### config.mk
export PLATFORM = sky130hd
export DESIGN_NAME = lsu_mem_master
export DESIGN_NICKNAME = d
export VERILOG_FILES = /design/src/rtl/lsu_mem_master.sv
export SDC_FILE = /design/constraint.sdc
export NUM_CORES = 1
export LEC_CHECK = 0
export BUFFER_PORTS_ARGS = -buffer_cell sky130_fd_sc_hd__buf_2
export CAP_MARGIN = 20
export CORE_MARGIN = 5
export CORE_UTILIZATION = 37
export DETAILED_ROUTE_END_ITERATION = 12
export PLACE_DENSITY = 0.65
export SYNTH_ARGS = -nofsm -noshare
export SYNTH_HDL_FRONTEND = slang
export SYNTH_SLANG_ARGS = --single-unit
### constraint.sdc
create_clock -name clk -period 2.1 [get_ports clk]
set_input_delay 0.525 -clock clk [delete_from_list [all_inputs] [get_ports clk]]
set_output_delay 0.525 -clock clk [all_outputs]
set_load 0.02 [all_outputs]
### src/rtl/lsu_mem_master.sv
// ---------------------------------------------------------------------------
// lsu_mem_master
//
// Purpose:
//   Load/store requester between the execute stage and a word-wide data
//   memory with a synchronous read and a whole-word write enable. It takes
//   one byte, half or word access at a time and returns a single-cycle
//   response pulse. Loads are lane-extracted and sign/zero-extended.
//   Sub-word stores are done as read-modify-write because the memory cannot
//   write individual bytes.
//
// Ports:
//   clk           rising-edge clock
//   rst_n         synchronous active-low reset
//   req_valid     request present
//   req_ready     high while idle; a request is taken when valid & ready
//   req_we        1 = store, 0 = load
//   req_size      00 byte, 01 half, 10 word, 11 illegal
//   req_unsigned  loads only: 1 = zero-extend, 0 = sign-extend
//   req_addr      byte address (wraps modulo 2^ADDR_W)
//   req_wdata     right-aligned store data
//   resp_valid    one-cycle response pulse
//   resp_rdata    extended load data, 0 for stores and errors
//   resp_err      misaligned access or illegal size, no memory access made
//   mem_w_en      memory write enable (forced low while rst_n is low)
//   mem_addr      word-aligned memory address
//   mem_data_in   memory write data
//   mem_data_out  memory read data, valid the cycle after mem_addr
// ---------------------------------------------------------------------------
module lsu_mem_master #(
  parameter int ADDR_W = 8
) (
  input  logic              clk,
  input  logic              rst_n,
  input  logic              req_valid,
  output logic              req_ready,
  input  logic              req_we,
  input  logic [1:0]        req_size,
  input  logic              req_unsigned,
  input  logic [ADDR_W-1:0] req_addr,
  input  logic [31:0]       req_wdata,
  output logic              resp_valid,
  output logic [31:0]       resp_rdata,
  output logic              resp_err,
  output logic              mem_w_en,
  output logic [ADDR_W-1:0] mem_addr,
  output logic [31:0]       mem_data_in,
  input  logic [31:0]       mem_data_out
);

  localparam logic [2:0] IDLE    = 3'd0;
  localparam logic [2:0] RD_ADDR = 3'd1;
  localparam logic [2:0] RD_DATA = 3'd2;
  localparam logic [2:0] WR      = 3'd3;
  localparam logic [2:0] RESP    = 3'd4;

  localparam logic [1:0] SIZE_B = 2'b00;
  localparam logic [1:0] SIZE_H = 2'b01;
  localparam logic [1:0] SIZE_W = 2'b10;

  logic [2:0]        state_q, state_d;
  logic              we_q, we_d;
  logic [1:0]        size_q, size_d;
  logic              uns_q, uns_d;
  logic [1:0]        lane_q, lane_d;
  logic [15:0]       wdata_q, wdata_d;
  logic              resp_valid_q, resp_valid_d;
  logic [31:0]       resp_rdata_q, resp_rdata_d;
  logic              resp_err_q, resp_err_d;
  logic              mem_w_en_q, mem_w_en_d;
  logic [ADDR_W-1:0] mem_addr_q, mem_addr_d;
  logic [31:0]       mem_data_in_q, mem_data_in_d;

  logic              misaligned;
  logic [ADDR_W-1:0] alignedAddr;
  logic [7:0]        loadByte;
  logic [15:0]       loadHalf;
  logic [31:0]       loadData;
  logic [31:0]       laneMask;
  logic [31:0]       laneData;
  logic [31:0]       mergedWord;

  // Alignment check on the incoming request; size 11 is never legal.
  always_comb begin
    misaligned = 1'b0;
    case (req_size)
      SIZE_B:  misaligned = 1'b0;
      SIZE_H:  misaligned = req_addr[0];
      SIZE_W:  misaligned = req_addr[1] | req_addr[0];
      default: misaligned = 1'b1;
    endcase
  end

  // Memory only ever sees word addresses; the low two bits select a lane.
  assign alignedAddr = {req_addr[ADDR_W-1:2], 2'b00};

  // Lane extraction for loads: little-endian, byte k at bits 8k+7:8k and
  // half h at bits 16h+15:16h.
  assign loadByte = mem_data_out[{lane_q, 3'b000} +: 8];
  assign loadHalf = mem_data_out[{lane_q[1], 4'b0000} +: 16];

  always_comb begin
    loadData = mem_data_out;
    case (size_q)
      SIZE_B:  loadData = uns_q ? {24'h000000, loadByte}
                                : {{24{loadByte[7]}}, loadByte};
      SIZE_H:  loadData = uns_q ? {16'h0000, loadHalf}
                                : {{16{loadHalf[15]}}, loadHalf};
      default: loadData = mem_data_out;
    endcase
  end

  // Read-modify-write merge: clear the target lane in the word just read
  // and drop the new data into it; every other lane is left untouched.
  always_comb begin
    laneMask = 32'h0000_0000;
    laneData = 32'h0000_0000;
    if (size_q == SIZE_B) begin
      laneMask = 32'h0000_00FF << {lane_q, 3'b000};
      laneData = {24'h000000, wdata_q[7:0]} << {lane_q, 3'b000};
    end else begin
      laneMask = 32'h0000_FFFF << {lane_q[1], 4'b0000};
      laneData = {16'h0000, wdata_q} << {lane_q[1], 4'b0000};
    end
    mergedWord = (mem_data_out & ~laneMask) | (laneData & laneMask);
  end

  // Next-state logic. Response and write-enable registers default to 0 so
  // they can only pulse for one cycle; mem_addr and mem_data_in hold their
  // last driven values unless a state explicitly updates them.
  always_comb begin
    state_d       = state_q;
    we_d          = we_q;
    size_d        = size_q;
    uns_d         = uns_q;
    lane_d        = lane_q;
    wdata_d       = wdata_q;
    resp_valid_d  = 1'b0;
    resp_rdata_d  = 32'h0000_0000;
    resp_err_d    = 1'b0;
    mem_w_en_d    = 1'b0;
    mem_addr_d    = mem_addr_q;
    mem_data_in_d = mem_data_in_q;

    case (state_q)
      IDLE: begin
        if (req_valid) begin
          we_d    = req_we;
          size_d  = req_size;
          uns_d   = req_unsigned;
          lane_d  = req_addr[1:0];
          wdata_d = req_wdata[15:0];
          if (misaligned) begin
            // Rejected without touching memory; answer next cycle.
            state_d      = RESP;
            resp_valid_d = 1'b1;
            resp_err_d   = 1'b1;
          end else if (req_we && (req_size == SIZE_W)) begin
            // Whole-word store needs no read, so write immediately.
            state_d       = WR;
            mem_addr_d    = alignedAddr;
            mem_w_en_d    = 1'b1;
            mem_data_in_d = req_wdata;
          end else begin
            // Loads and sub-word stores both start with a read.
            state_d    = RD_ADDR;
            mem_addr_d = alignedAddr;
          end
        end
      end

      RD_ADDR: begin
        state_d = RD_DATA;
      end

      RD_DATA: begin
        if (we_q) begin
          state_d       = WR;
          mem_w_en_d    = 1'b1;
          mem_data_in_d = mergedWord;
        end else begin
          state_d      = RESP;
          resp_valid_d = 1'b1;
          resp_rdata_d = loadData;
        end
      end

      WR: begin
        state_d      = RESP;
        resp_valid_d = 1'b1;
      end

      RESP: begin
        state_d = IDLE;
      end

      default: begin
        state_d = IDLE;
      end
    endcase
  end

  // State registers. Reset abandons any in-flight request outright, which
  // also cancels a pending write.
  always_ff @(posedge clk) begin
    if (!rst_n) begin
      state_q       <= IDLE;
      we_q          <= 1'b0;
      size_q        <= SIZE_B;
      uns_q         <= 1'b0;
      lane_q        <= 2'b00;
      wdata_q       <= 16'h0000;
      resp_valid_q  <= 1'b0;
      resp_rdata_q  <= 32'h0000_0000;
      resp_err_q    <= 1'b0;
      mem_w_en_q    <= 1'b0;
      mem_addr_q    <= '0;
      mem_data_in_q <= 32'h0000_0000;
    end else begin
      state_q       <= state_d;
      we_q          <= we_d;
      size_q        <= size_d;
      uns_q         <= uns_d;
      lane_q        <= lane_d;
      wdata_q       <= wdata_d;
      resp_valid_q  <= resp_valid_d;
      resp_rdata_q  <= resp_rdata_d;
      resp_err_q    <= resp_err_d;
      mem_w_en_q    <= mem_w_en_d;
      mem_addr_q    <= mem_addr_d;
      mem_data_in_q <= mem_data_in_d;
    end
  end

  assign req_ready   = (state_q == IDLE);
  assign resp_valid  = resp_valid_q;
  assign resp_rdata  = resp_rdata_q;
  assign resp_err    = resp_err_q;
  // The enable is gated directly by rst_n so a write can never reach the
  // memory during a reset cycle, even before the register clears.
  assign mem_w_en    = mem_w_en_q & rst_n;
  assign mem_addr    = mem_addr_q;
  assign mem_data_in = mem_data_in_q;

endmodule
# Yosys cells after proc, flatten, opt, wreduce, memory -nomap -nowiden
# Cells that the tools add are included.
[totals]
elab_cells = 72
output_inout_bits = 76
ff_bits = 98
input_bits = 79
[classes]
reduce_logical = 10
mux = 25
n_shift = 6
bitwise_logic = 9
n_eq_ne = 10
[ops]
columns = ["op", "n"]
rows = [
  ["32-bit 2-to-1 mux", 8],
  ["32-bit one-hot mux with 2 select lines", 2],
  ["32-bit bitwise AND", 2],
  ["32-bit NOT", 1],
  ["32-bit bitwise OR", 1],
  ["32-bit by 6-bit indexed part select with 16-bit output", 1],
  ["32-bit by 6-bit indexed part select with 8-bit output", 1],
  ["16-bit by 5-bit << shifter with 32-bit output", 1],
  ["16-bit by 5-bit << shifter with 32-bit output (first input constant)", 1],
  ["8-bit by 5-bit << shifter with 32-bit output", 1],
  ["8-bit by 5-bit << shifter with 32-bit output (first input constant)", 1],
  ["3-bit one-hot mux with 4 select lines", 1],
  ["3-bit 2-to-1 mux", 3],
  ["1-bit 2-to-1 mux", 7],
  ["3-bit by 2-bit equality test with 1-bit output (second input constant)", 2],
  ["2-bit != test (second input constant)", 3],
  ["1-bit one-hot mux with 3 select lines", 2],
  ["5-bit AND reduction", 1],
  ["2-bit by 1-bit equality test with 1-bit output (second input constant)", 2],
  ["2-bit zero test", 2],
  ["2-bit AND reduction", 2],
  ["3-bit by 1-bit equality test with 1-bit output (second input constant)", 1],
  ["3-bit zero test", 1],
  ["1-bit NOT", 3],
  ["10 further kinds", 10],
]

# Depth between registers and ports, before layout
[depth]
word_depth = 7
mapped_depth = 8
ltp_nobuf = 4

# Worst setup path after synthesis
# Ideal clock, no wire load.
[synth_timing]
path_kind = "input to register"
startpoint = "in req_addr[1]"
endpoint = "reg mem_data_in_q[12] (netlist: mem_data_in[12])"
setup_time_ns = 0.088
n_path_buf = 2
slack_ns = 0.150
required_ns = 2.012
path_stages = 6
t_arrival_ns = 1.862
cell_sequence = "nor3_1 -> or3b_1 -> clkbuf_1 -> buf_2 -> a21oi_2 -> a311oi_2"
[synth_via]
elab_chain_len = 4
[synth_lines]
columns = ["element", "line_no", "text"]
rows = [
  ["start: declaration", "40", "input logic [ADDR_W-1:0] req_addr,"],
  ["1-bit bitwise OR", "89", "SIZE_W: misaligned = req_addr[1] | req_addr[0];"],
  ["1-bit one-hot mux with 3 select lines", "86", "case (req_size)"],
  ["2-bit != test (no line)", "-", ""],
  ["5-bit AND reduction (no line)", "-", ""],
  ["end signal: assignment", "231", "mem_data_in_q <= mem_data_in_d;"],
  ["end: declaration", "72", "logic [31:0] mem_data_in_q, mem_data_in_d;"],
]
# No other way between the ends.
# A chain may end at the register's enable or synchronous reset.

# Worst setup path in the final report
[layout_timing]
startpoint = "reg size_q[1]"
endpoint = "reg mem_data_in_q[27] (netlist: mem_data_in[27])"
[layout_via]
elab_chain_len = 7
word_cells_on_any_way = 9
classes_between = "mux: 4; bitwise: 4; reduce/logical: 1"
[layout_lines]
columns = ["element", "line_no", "text"]
rows = [
  ["start: declaration", "63", "logic [1:0] size_q, size_d;"],
  ["start signal: assignment", "222", "size_q <= size_d;"],
  ["2-bit zero test *", "118", "if (size_q == SIZE_B) begin"],
  ["32-bit 2-to-1 mux", "118", ""],
  ["32-bit NOT", "125", "mergedWord = (mem_data_out & ~laneMask) | (laneData & laneMask);"],
  ["32-bit bitwise AND", "125", ""],
  ["32-bit bitwise OR *", "125", ""],
  ["32-bit 2-to-1 mux *", "177", "if (we_q) begin"],
  ["32-bit one-hot mux with 2 select lines *", "145", "case (state_q)"],
]
# Every way passes the cells marked *; elsewhere a longest branch is shown, timed or not. The select of a mux whose other input is x is not followed.

==> impl_metrics.yaml <==
run_status:
  outcome: "complete, no violations"
logic_synthesis:
  ys_seq_area_frac: 0.412
  synth_ff_type: "dfxtp_1"
  yosysWarnings: 0
  synth.area.top_cells: "dfxtp_1 41%, nand2_1 8.8%, a21oi_1 8.3%"
  syn_avg_cell_area_um2: 8.41
  synth_edf_count: 0
  async_flop_share: 0
  syn_area_um2: 4760
  synth.distinct_cells: 56
  netlist.area_leader.share: 0.412
  synth_seq_cells: 98
  syn_inst: 566
  synth_area_leader_cell: "dfxtp_1"
placement:
  postPlaceCellArea_um2: 5720
  place_hpwl_um: 12600
  gp_congestion: 0.907
  port_buffers: 152
  dpl_worst_slack_ps: 123
die:
  core_um2: 12600
  dieArea_um2: 15200
  rows: 41
  initial_core_util: 0.377
  boundaryPins: 155
  fp.dieW_um: 123
  die_h_um: 123
finish:
  final_util: 0.477
  area_growth_pct: 26.5
  final_common_cell: "buf_2"
  diodes: 0
  drive_above_1_share: 0.312
  nets: 783
  nFillCells: 1260
  final_cell_mix: "152 x buf_2, 111 x nand2_1, 98 x dfxtp_1"
  ff_latch_area_um2: 1960
  final_area_um2: 6020
  multi_input_area_um2: 2490
detailed_routing:
  drc: 0
  postRouteWirelength_um: 16700
  dr_wl_met3_um: 1720
  wl_met1_um: 6720
  vias_per_cell: 5.61
  ant_nets: 0
  top_layer_used: "met4"
  drt_iter0_markers: 473
  wl_per_cell_um: 19.0
  met2_wirelength_um: 7910
  first_pass_iters: 6
  vias: 4946
clocking:
  cts_tree: "yes"
  h-tree-depth: 3
  clk_latency_ps: 350
  cts_resized: 0
  clock-root-buffer: "clkbuf_16"
  clock_path_buffers: 2
  cts.clk_slew.worst_paths_ps: 70
  numCtsBuffers: 9
  holdBufCountCts: 0
  cts_setup_buffers: 0
  clock-sinks: 98
timing:
  finalCritPeriodShare: 0.903
  setup_tns_ps: 0
  setup-violations-final: 0
  hold-worst-slack_ps: 402
  setup_slack_ps: 203
  clock.fmax_mhz: 527
  grt_setup_unrepaired: "no"
  worstMarginPinSlew_ps: 732
  min_period_ps: 1900
  finClkSkew_ps: 4.86
  maxSlewHeadroom: 0.506
  slew_violations: 0
  hold_violations: 0
grt:
  grt_pass1_wl_um: 25500
  grt_max_degree: 43
  grt_pass1_vias: 4710
  gr-total-overflow: 0
  grt.total_usage: 0.218
  antenna_found_initial: 0
worst_setup_path:
  path_class: "flop to flop"
  cp.required_ps: 2380
  slowest_delay_ps: 660
  arrival_ps: 2180
  path_delay_family: "simple AND/OR/NAND/NOR gates"
  cp_max_fo: 42
  regToRegStartpoint: "size_q[1]"
  cpMaxStageDelayCell: "nor4bb_1"
  crit_path_end_kind: "flop"
  r2r_slack_ps: 200
  worstReg2RegEnd: "mem_data_in[27]"
  crit_buf_inv: 1
  crit_path_start_kind: "flop"
  path_cells: "buf_4, nor4bb_1, a222oi_1, a21oi_1, o2bb2ai_1"
  ff2ff_path_depth: 5
flow_run:
  maxCapViolCount: 0
worst_hold_path:
  min_path_type: "input port to flop"
  min-delay-start: "req_addr[2]"
  min_to: "mem_addr[2]"
  whs_path_depth: 3
power_and_ir_drop:
  peakVddDrop_mv: 0.424
  powerDensity_nw_per_um2: 744
  leakage_nw: 2.57
cell families (layout without fill, tap and decap cells):
family,count (synthesis),count (layout),share of synthesized area
multiplexers,23,23,0.0505
flip-flops,98,98,0.412
other,1,2,0.000788
AND/OR/NAND/NOR,174,174,0.166
buffers and inverters,63,205,0.0668
AO/OA/AOI/OAI,207,207,0.304
worst reg2reg max path, stage by stage, from the launching register on:
cell       delay [ps]
dfxtp_1           340
buf_4             270
nor4bb_1          660
a222oi_1          260
a21oi_1           180
o2bb2ai_1         120
stage by stage:
| step | power (mW) | cells |
|---|---|---|
| 4_1_cts | 4.50 | 881 |
| 3_5_place_dp | 2.81 | 865 |
| 5_1_grt | 4.67 | 881 |
| 2_1_floorplan | 2.51 | 567 |
| 3_3_place_gp | 2.79 | 865 |
| 6_report | 4.48 | 881 |
routing by layer:
metal | vias to the layer above | track usage
met1 | 2306 | 0.271
met5 | - | 0
met3 | 29 | 0.0704
met2 | 256 | 0.355
met4 | 0 | 0.0768
li1 | 2355 | -
worst max-delay path by stage:
stage / from / to / slack, ps / cells after the start
6_report: size_q[1] / mem_data_in[27] / 200 / 5
5_1_grt: state_q[1] / mem_data_in[17] / 60 / 6
4_1_cts: size_q[1] / mem_data_in[0] / 220 / 4
3_5_place_dp: req_valid / mem_data_in[25] / 120 / 6
3_3_place_gp: req_valid / mem_data_in[13] / 200 / 6
2_1_floorplan: req_addr[1] / mem_data_in[12] / 150 / 6
cell type report:
class | count | share of cell area
multi-input combinational | 406 | 0.414
tap | 172 | 0.0358
sequential | 98 | 0.326
clock inverter | 5 | 0.0102
clock buffer | 11 | 0.0403
timing repair buffer | 184 | 0.170
inverter | 5 | 0.00312
power by group:
part / internal, mW / leakage (nW) / switching (mW)
clock: 0.965 / 0.151 / 0.731
sequential: 1.92 / 0.795 / 0.0586
combinational: 0.313 / 1.62 / 0.493
total: 3.20 / 2.57 / 1.28
cell usage after synthesis, drive strengths merged (5+ instances only):
cell	instances
nand2	111
dfxtp	98
a21oi	83
clkbuf	32
buf	26
nor2	18
o2111ai	16
o22ai	16
mux2i	15
o21ai	13
a311oi	11
nand2b	11
a211oi	9
a22oi	9
and3	9
mux2	8
o221ai	8
a22o	7
nor2b	6
o2bb2ai	6
a211o	5
a221oi	5
a222oi	5
inv	5
registers in the layout, indices dropped and copies added (netlist names):
name / cells
resp_rdata: 32
wdata_q: 16
mem_w_en_q: 1
uns_q: 1
state_q: 3
size_q: 2
resp_valid: 1
mem_addr: 6
resp_err: 1
lane_q: 2
we_q: 1
mem_data_in: 32
Note: power is estimated with default switching activity, not from simulation.
